<file path="src/rtl/memory_control_if.sv">
// Cache-side and RAM-side signal bundle for the memory controller.
// master: the controller itself. slave: the environment (caches + RAM model).
interface memory_control_if;
  // icache side
  logic        iREN;
  logic [31:0] iaddr;
  logic        iwait;
  logic [31:0] iload;
  // dcache side
  logic        dREN;
  logic        dWEN;
  logic [31:0] daddr;
  logic [31:0] dstore;
  logic        dwait;
  logic [31:0] dload;
  // RAM side
  logic        ramREN;
  logic        ramWEN;
  logic [31:0] ramaddr;
  logic [31:0] ramstore;
  logic [31:0] ramload;
  logic [1:0]  ramstate;

  modport master (
    input  iREN, iaddr, dREN, dWEN, daddr, dstore, ramload, ramstate,
    output iwait, iload, dwait, dload, ramREN, ramWEN, ramaddr, ramstore
  );

  modport slave (
    output iREN, iaddr, dREN, dWEN, daddr, dstore, ramload, ramstate,
    input  iwait, iload, dwait, dload, ramREN, ramWEN, ramaddr, ramstore
  );
endinterface

</file>
<file path="src/rtl/memory_control.sv">
// Arbitrates icache and dcache onto a single-ported RAM. The dcache has
// priority; after IMAX_WAIT consecutive losses the icache wins once.
// Grants are registered; RAM strobes are combinational from the grant.
module memory_control #(
  parameter int unsigned IMAX_WAIT = 8
) (
  input logic              CLK,
  input logic              nRST,
  memory_control_if.master bus
);

  localparam logic [1:0] RAM_ACCESS = 2'd2;
  localparam logic [1:0] RAM_ERROR  = 2'd3;

  typedef enum logic [1:0] {IDLE, DGRANT, IGRANT} state_t;

  state_t      state_q, state_d;
  logic [3:0]  starve_cnt_q, starve_cnt_d;
  logic [31:0] iload_q, dload_q;

  logic        dreq;
  logic        starve;
  logic        ram_access;
  logic        ram_error;
  logic        i_rd_done;
  logic        d_rd_done;
  logic        ram_ren, ram_wen;
  logic [31:0] ram_addr, ram_store;

  assign dreq       = bus.dREN | bus.dWEN;
  assign starve     = (starve_cnt_q >= 4'(IMAX_WAIT));
  assign ram_access = (bus.ramstate == RAM_ACCESS);
  assign ram_error  = (bus.ramstate == RAM_ERROR);

  // A read completes only if the grantee is still reading when ACCESS arrives;
  // a write (even with dREN also high) never touches dload.
  assign d_rd_done = (state_q == DGRANT) && bus.dREN && !bus.dWEN && ram_access;
  assign i_rd_done = (state_q == IGRANT) && bus.iREN && ram_access;

  assign bus.iwait    = !((state_q == IGRANT) && ram_access);
  assign bus.dwait    = !((state_q == DGRANT) && ram_access);
  assign bus.iload    = iload_q;
  assign bus.dload    = dload_q;
  assign bus.ramREN   = ram_ren;
  assign bus.ramWEN   = ram_wen;
  assign bus.ramaddr  = ram_addr;
  assign bus.ramstore = ram_store;

  // Next-state, starvation counter and RAM drive from the current grant.
  always_comb begin
    state_d      = state_q;
    starve_cnt_d = starve_cnt_q;
    ram_ren      = 1'b0;
    ram_wen      = 1'b0;
    ram_addr     = 32'd0;
    ram_store    = 32'd0;
    case (state_q)
      IDLE: begin
        if (dreq && !starve) begin
          state_d = DGRANT;
          // icache lost this round; saturate rather than wrap
          if (bus.iREN && (starve_cnt_q != 4'hF)) begin
            starve_cnt_d = starve_cnt_q + 4'd1;
          end
        end else if (bus.iREN) begin
          state_d      = IGRANT;
          starve_cnt_d = 4'd0;
        end
      end
      DGRANT: begin
        if (!dreq) begin
          state_d = IDLE;          // withdrawn: strobes stay low
        end else begin
          ram_addr = bus.daddr;
          if (bus.dWEN) begin
            ram_wen   = 1'b1;
            ram_store = bus.dstore;
          end else begin
            ram_ren = 1'b1;
          end
          // ERROR drops the grant so the request re-arbitrates as a retry
          if (ram_access || ram_error) state_d = IDLE;
        end
      end
      IGRANT: begin
        if (!bus.iREN) begin
          state_d = IDLE;
        end else begin
          ram_ren  = 1'b1;
          ram_addr = bus.iaddr;
          if (ram_access || ram_error) state_d = IDLE;
        end
      end
      default: state_d = IDLE;
    endcase
  end

  // Grant state and starvation counter registers.
  always_ff @(posedge CLK or negedge nRST) begin
    if (!nRST) begin
      state_q      <= IDLE;
      starve_cnt_q <= 4'd0;
    end else begin
      state_q      <= state_d;
      starve_cnt_q <= starve_cnt_d;
    end
  end

  // Load registers capture ramload on read completion and hold otherwise.
  always_ff @(posedge CLK or negedge nRST) begin
    if (!nRST) begin
      iload_q <= 32'd0;
      dload_q <= 32'd0;
    end else begin
      if (i_rd_done) iload_q <= bus.ramload;
      if (d_rd_done) dload_q <= bus.ramload;
    end
  end

endmodule

</file>
<file path="src/flat_wrapper.sv">
// flat-port wrapper written by rule: the top's interface ports become plain ports
module memory_control_flat 
#(
  parameter int unsigned IMAX_WAIT = 8
)
  (CLK, nRST, bus_iREN, bus_iaddr, bus_dREN, bus_dWEN, bus_daddr, bus_dstore, bus_ramload, bus_ramstate, bus_iwait, bus_iload, bus_dwait, bus_dload, bus_ramREN, bus_ramWEN, bus_ramaddr, bus_ramstore);
  memory_control_if bus_i ();
  input logic CLK;
  input logic nRST;
  input wire logic [$bits(bus_i.iREN)-1:0] bus_iREN;
  input wire logic [$bits(bus_i.iaddr)-1:0] bus_iaddr;
  input wire logic [$bits(bus_i.dREN)-1:0] bus_dREN;
  input wire logic [$bits(bus_i.dWEN)-1:0] bus_dWEN;
  input wire logic [$bits(bus_i.daddr)-1:0] bus_daddr;
  input wire logic [$bits(bus_i.dstore)-1:0] bus_dstore;
  input wire logic [$bits(bus_i.ramload)-1:0] bus_ramload;
  input wire logic [$bits(bus_i.ramstate)-1:0] bus_ramstate;
  output wire logic [$bits(bus_i.iwait)-1:0] bus_iwait;
  output wire logic [$bits(bus_i.iload)-1:0] bus_iload;
  output wire logic [$bits(bus_i.dwait)-1:0] bus_dwait;
  output wire logic [$bits(bus_i.dload)-1:0] bus_dload;
  output wire logic [$bits(bus_i.ramREN)-1:0] bus_ramREN;
  output wire logic [$bits(bus_i.ramWEN)-1:0] bus_ramWEN;
  output wire logic [$bits(bus_i.ramaddr)-1:0] bus_ramaddr;
  output wire logic [$bits(bus_i.ramstore)-1:0] bus_ramstore;
  assign bus_i.iREN = bus_iREN;
  assign bus_i.iaddr = bus_iaddr;
  assign bus_i.dREN = bus_dREN;
  assign bus_i.dWEN = bus_dWEN;
  assign bus_i.daddr = bus_daddr;
  assign bus_i.dstore = bus_dstore;
  assign bus_i.ramload = bus_ramload;
  assign bus_i.ramstate = bus_ramstate;
  assign bus_iwait = bus_i.iwait;
  assign bus_iload = bus_i.iload;
  assign bus_dwait = bus_i.dwait;
  assign bus_dload = bus_i.dload;
  assign bus_ramREN = bus_i.ramREN;
  assign bus_ramWEN = bus_i.ramWEN;
  assign bus_ramaddr = bus_i.ramaddr;
  assign bus_ramstore = bus_i.ramstore;
  memory_control #(.IMAX_WAIT(IMAX_WAIT)) u_core (.CLK(CLK), .nRST(nRST), .bus(bus_i));
endmodule
</file>
<file path="config.mk">
export PLATFORM = sky130hd
export DESIGN_NAME = memory_control_flat
export DESIGN_NICKNAME = d
export VERILOG_FILES = /design/src/rtl/memory_control_if.sv /design/src/rtl/memory_control.sv /design/src/flat_wrapper.sv
export SDC_FILE = /design/constraint.sdc
export NUM_CORES = 1
export LEC_CHECK = 0
export ABC_CLOCK_PERIOD_IN_PS = 2200
export CAP_MARGIN = 15
export CORE_ASPECT_RATIO = 0.5
export CORE_MARGIN = 8
export CORE_UTILIZATION = 30
export DETAILED_ROUTE_END_ITERATION = 8
export GPL_TIMING_DRIVEN = 0
export PLACE_DENSITY_LB_ADDON = 0.15
export SYNTH_ARGS = -nofsm -noshare
export SYNTH_HDL_FRONTEND = slang
export SYNTH_SLANG_ARGS = --single-unit
</file>
<file path="constraint.sdc">
create_clock -name CLK -period 2.2 [get_ports CLK]
set_clock_uncertainty 0.15 [all_clocks]
set_input_delay 0.33 -clock CLK [delete_from_list [all_inputs] [get_ports CLK]]
set_output_delay 0.33 -clock CLK [all_outputs]
set_load 0.01 [all_outputs]
</file>
==> results.yml <==
routing:
  antenna_left: 0
  vias: 3475
  wl_per_cell_um: 18.2
  drt-total-wl_um: 13900
  dr.pass1.iters: 4
  vias_per_cell: 4.55
  drt_iter0_markers: 78
  drc: 0
synthesis:
  synth_cell_types: 31
  avgSynthCellArea_um2: 12.0
  yosys_warnings: 0
  synth_cells: 296
  syn-num-nets: 437
  synthFlopType: "dfrtp_1"
  synthTopCellsByArea: "dfrtp_1, mux2_2, a22oi_1, nor2b_1, and3_1"
  synth_top_area_share_pct: 49.5
  netlist_top_cells_count: "dfrtp_1, mux2_2, nor2b_1"
  syn_area_mm2: 0.00354
  ys_ff_latch: 70
  synth_most_common_cell: "dfrtp_1"
  synth_edf_count: 0
  async_flop_share_pct: 100
  yosysTopAreaCell: "dfrtp_1"
  yosysSeqAreaShare_pct: 49.5
critical_path:
  cpMaxStageDelayCell: "dfrtp_2"
  path_common_cell: "buf_12"
  cp-end-kind: "primary output"
  worst-path-buf-inv: 3
  reg2regPathDepth: 8
  cp_top_family: "flip-flops"
  start_kind: "register"
  path_max_fanout: 10
  path_depth: 7
  critical_path_class: "reg2out"
  slowest_delay_ns: 0.46
  crit_arrival_ns: 1.81
  cp.required_ns: 1.72
  path_cells: "ha_4 -> and2_4 -> buf_12 -> buf_12 -> a22oi_1 -> nor2b_1 -> buf_2"
status:
  violations: "negative setup slack"
  outcome: "finished, violations left"
clock_tree:
  cts_sinks: 70
  clk_path_buf_depth: 2
  cts_buffers: 9
  clockRootBuffer: "clkbuf_16"
  cts_tree: "yes"
  clkTransAtPathRegs_ns: 0.06
  clk-insertion-delay-late_ns: 0.32
  htree_levels: 3
finish:
  antenna-diode-count: 0
  nets: 735
  num-fill-cells: 1013
  area_delta_synth_final_pct: 97.9
  drive_gt1_share_pct: 35.1
  finish.utilization_pct: 60.1
sta:
  fmax_mhz: 436
  tightest_slew_ns: 0.602
  setup_viol: 32
  finalMaxSlewViolations: 0
  min_period_ns: 2.29
  layout_setup_ws_ns: -0.0939
  maxSlewHeadroom_pct: 59.8
  hold_viol_final: 0
  setup_tns_ns: -1.50
  hold_ws_ns: 0.336
  period_share_pct: 104
  rsz0062_at_grt: "yes"
grt:
  grt_util_met3_pct: 7.05
  grt_pass1_vias: 3810
  grt_pass1_wl_um: 21100
  met1_usage_pct: 16.8
  antenna_found_initial: 0
  busiest_layer: "met2"
  met2_usage_pct: 32.9
  grt_start_max_net_pins: 40
  overflow: 0
  track_usage_pct: 16.9
power_and_ir_drop:
  peakVddDrop_uv: 447
  leakage_nw: 3.18
  power.total_mw: 7.81
  powerDensity_mw_per_mm2: 1110
place:
  dpl.hpwl_um: 11100
  place_congestion: 0.805
  dp_slack_ns: -0.687
  port_buffers: 265
floorplanning:
  io_pins: 267
  die_y_um: 92.8
  rows: 28
  core_area_mm2: 0.0117
  die-area_mm2: 0.0158
  die_w_um: 170
  initial_core_util_pct: 30.4
flow_run:
  cap_violations: 0
worst_hold_path:
  min_path_type: "in2async"
sequential cells by signal, summed over array words and instances, names as in the netlist:
register / cells
u_core.starve_cnt_q: 4
u_core.state_q: 2
u_core.bus.dload: 32
u_core.bus.iload: 32
placed cells by master (no fill, tap or decap), types with 4 or more instances in the layout:
| master | count |
|---|---|
| clkdlybuf4s50_1 | 197 |
| dfrtp_1 | 68 |
| mux2_2 | 59 |
| buf_2 | 33 |
| nor2b_1 | 33 |
| and3_1 | 32 |
| a22oi_2 | 28 |
| clkbuf_2 | 23 |
| buf_4 | 17 |
| clkbuf_16 | 13 |
| dlygate4sd2_1 | 11 |
| buf_6 | 7 |
| buf_8 | 5 |
| nand2_1 | 5 |
| mux2_1 | 5 |
| a22oi_1 | 4 |
| buf_12 | 4 |
final cells by class:
class / count / area [um^2] / share of cell area [%]
buffer: 22 / 215 / 3.07
clock buffer: 11 / 253 / 3.61
clock inverter: 5 / 57.6 / 0.821
inverter: 5 / 23.8 / 0.339
multi-input combinational: 198 / 1840 / 26.2
sequential: 70 / 1750 / 25.0
tap: 165 / 206 / 2.95
timing repair buffer: 288 / 2660 / 38.0
per-layer routing:
metal | vias to the layer above | share of wire (%)
li1 | 1663 | -
met3 | 5 | 9.1
met1 | 1694 | 35
met2 | 113 | 55
met4 | 0 | 0.44
met5 | - | 0
cells by family after synthesis:
family	after synthesis	synth area share, %
buffers and inverters	28	3.96
adder cells (fa/ha/maj)	6	2.12
AO/OA/AOI/OAI	43	9.15
multiplexers	64	20.3
flip-flops	70	49.5
AND/OR/NAND/NOR	85	15.0
power breakdown:
part	internal (mW)	total (mW)	switching, mW	leakage (nW)
logic	2.48	4.14	1.66	2.14
registers	1.89	2.20	0.311	0.898
clock network	0.936	1.46	0.526	0.144
total	5.31	7.81	2.50	3.18
path summary, 6_finish.rpt:
check | end | slack (ns) | start
worst max-delay path | bus_ramaddr[4] | -0.09 | u_core.state_q[1]
worst min-delay path | u_core.bus.dload[4] | 0.34 | nRST
worst max register to register | u_core.bus.iload[26] | 0.01 | u_core.state_q[1]
worst min register to register | u_core.bus.dload[29] | 0.34 | u_core.bus.dload[29]
max in group asynchronous | u_core.state_q[1] | 1.00 | nRST
min in group CLK | u_core.bus.dload[29] | 0.34 | u_core.bus.dload[29]
worst register-to-register path: stages, from the launching register on:
cell and delay [ns]:
dfrtp_2 0.46, ha_4 0.18, and2_4 0.16, clkbuf_2 0.13, buf_4 0.14, buf_4 0.13
nand2_2 0.14, buf_4 0.23, mux2_2 0.36
repair_timing:
item / CTS / global route
cloned: 1 / 4
resized for setup: 218 / 78
hold buffers: 1 / 0
pin swaps: 2 / 26
buffers inserted: 10 / 8
endpoints found under the setup margin: 97 / 95
endpoints found under the hold margin: 31 / 0
through the flow:
step | cell area (um^2) | cells
5_1_grt | 7010 | 764
2_1_floorplan | 3540 | 296
3_3_place_gp | 6400 | 726
4_1_cts | 6830 | 755
6_report | 7010 | 764
3_5_place_dp | 6420 | 727
No activity file was read; power rests on OpenSTA's default activity.
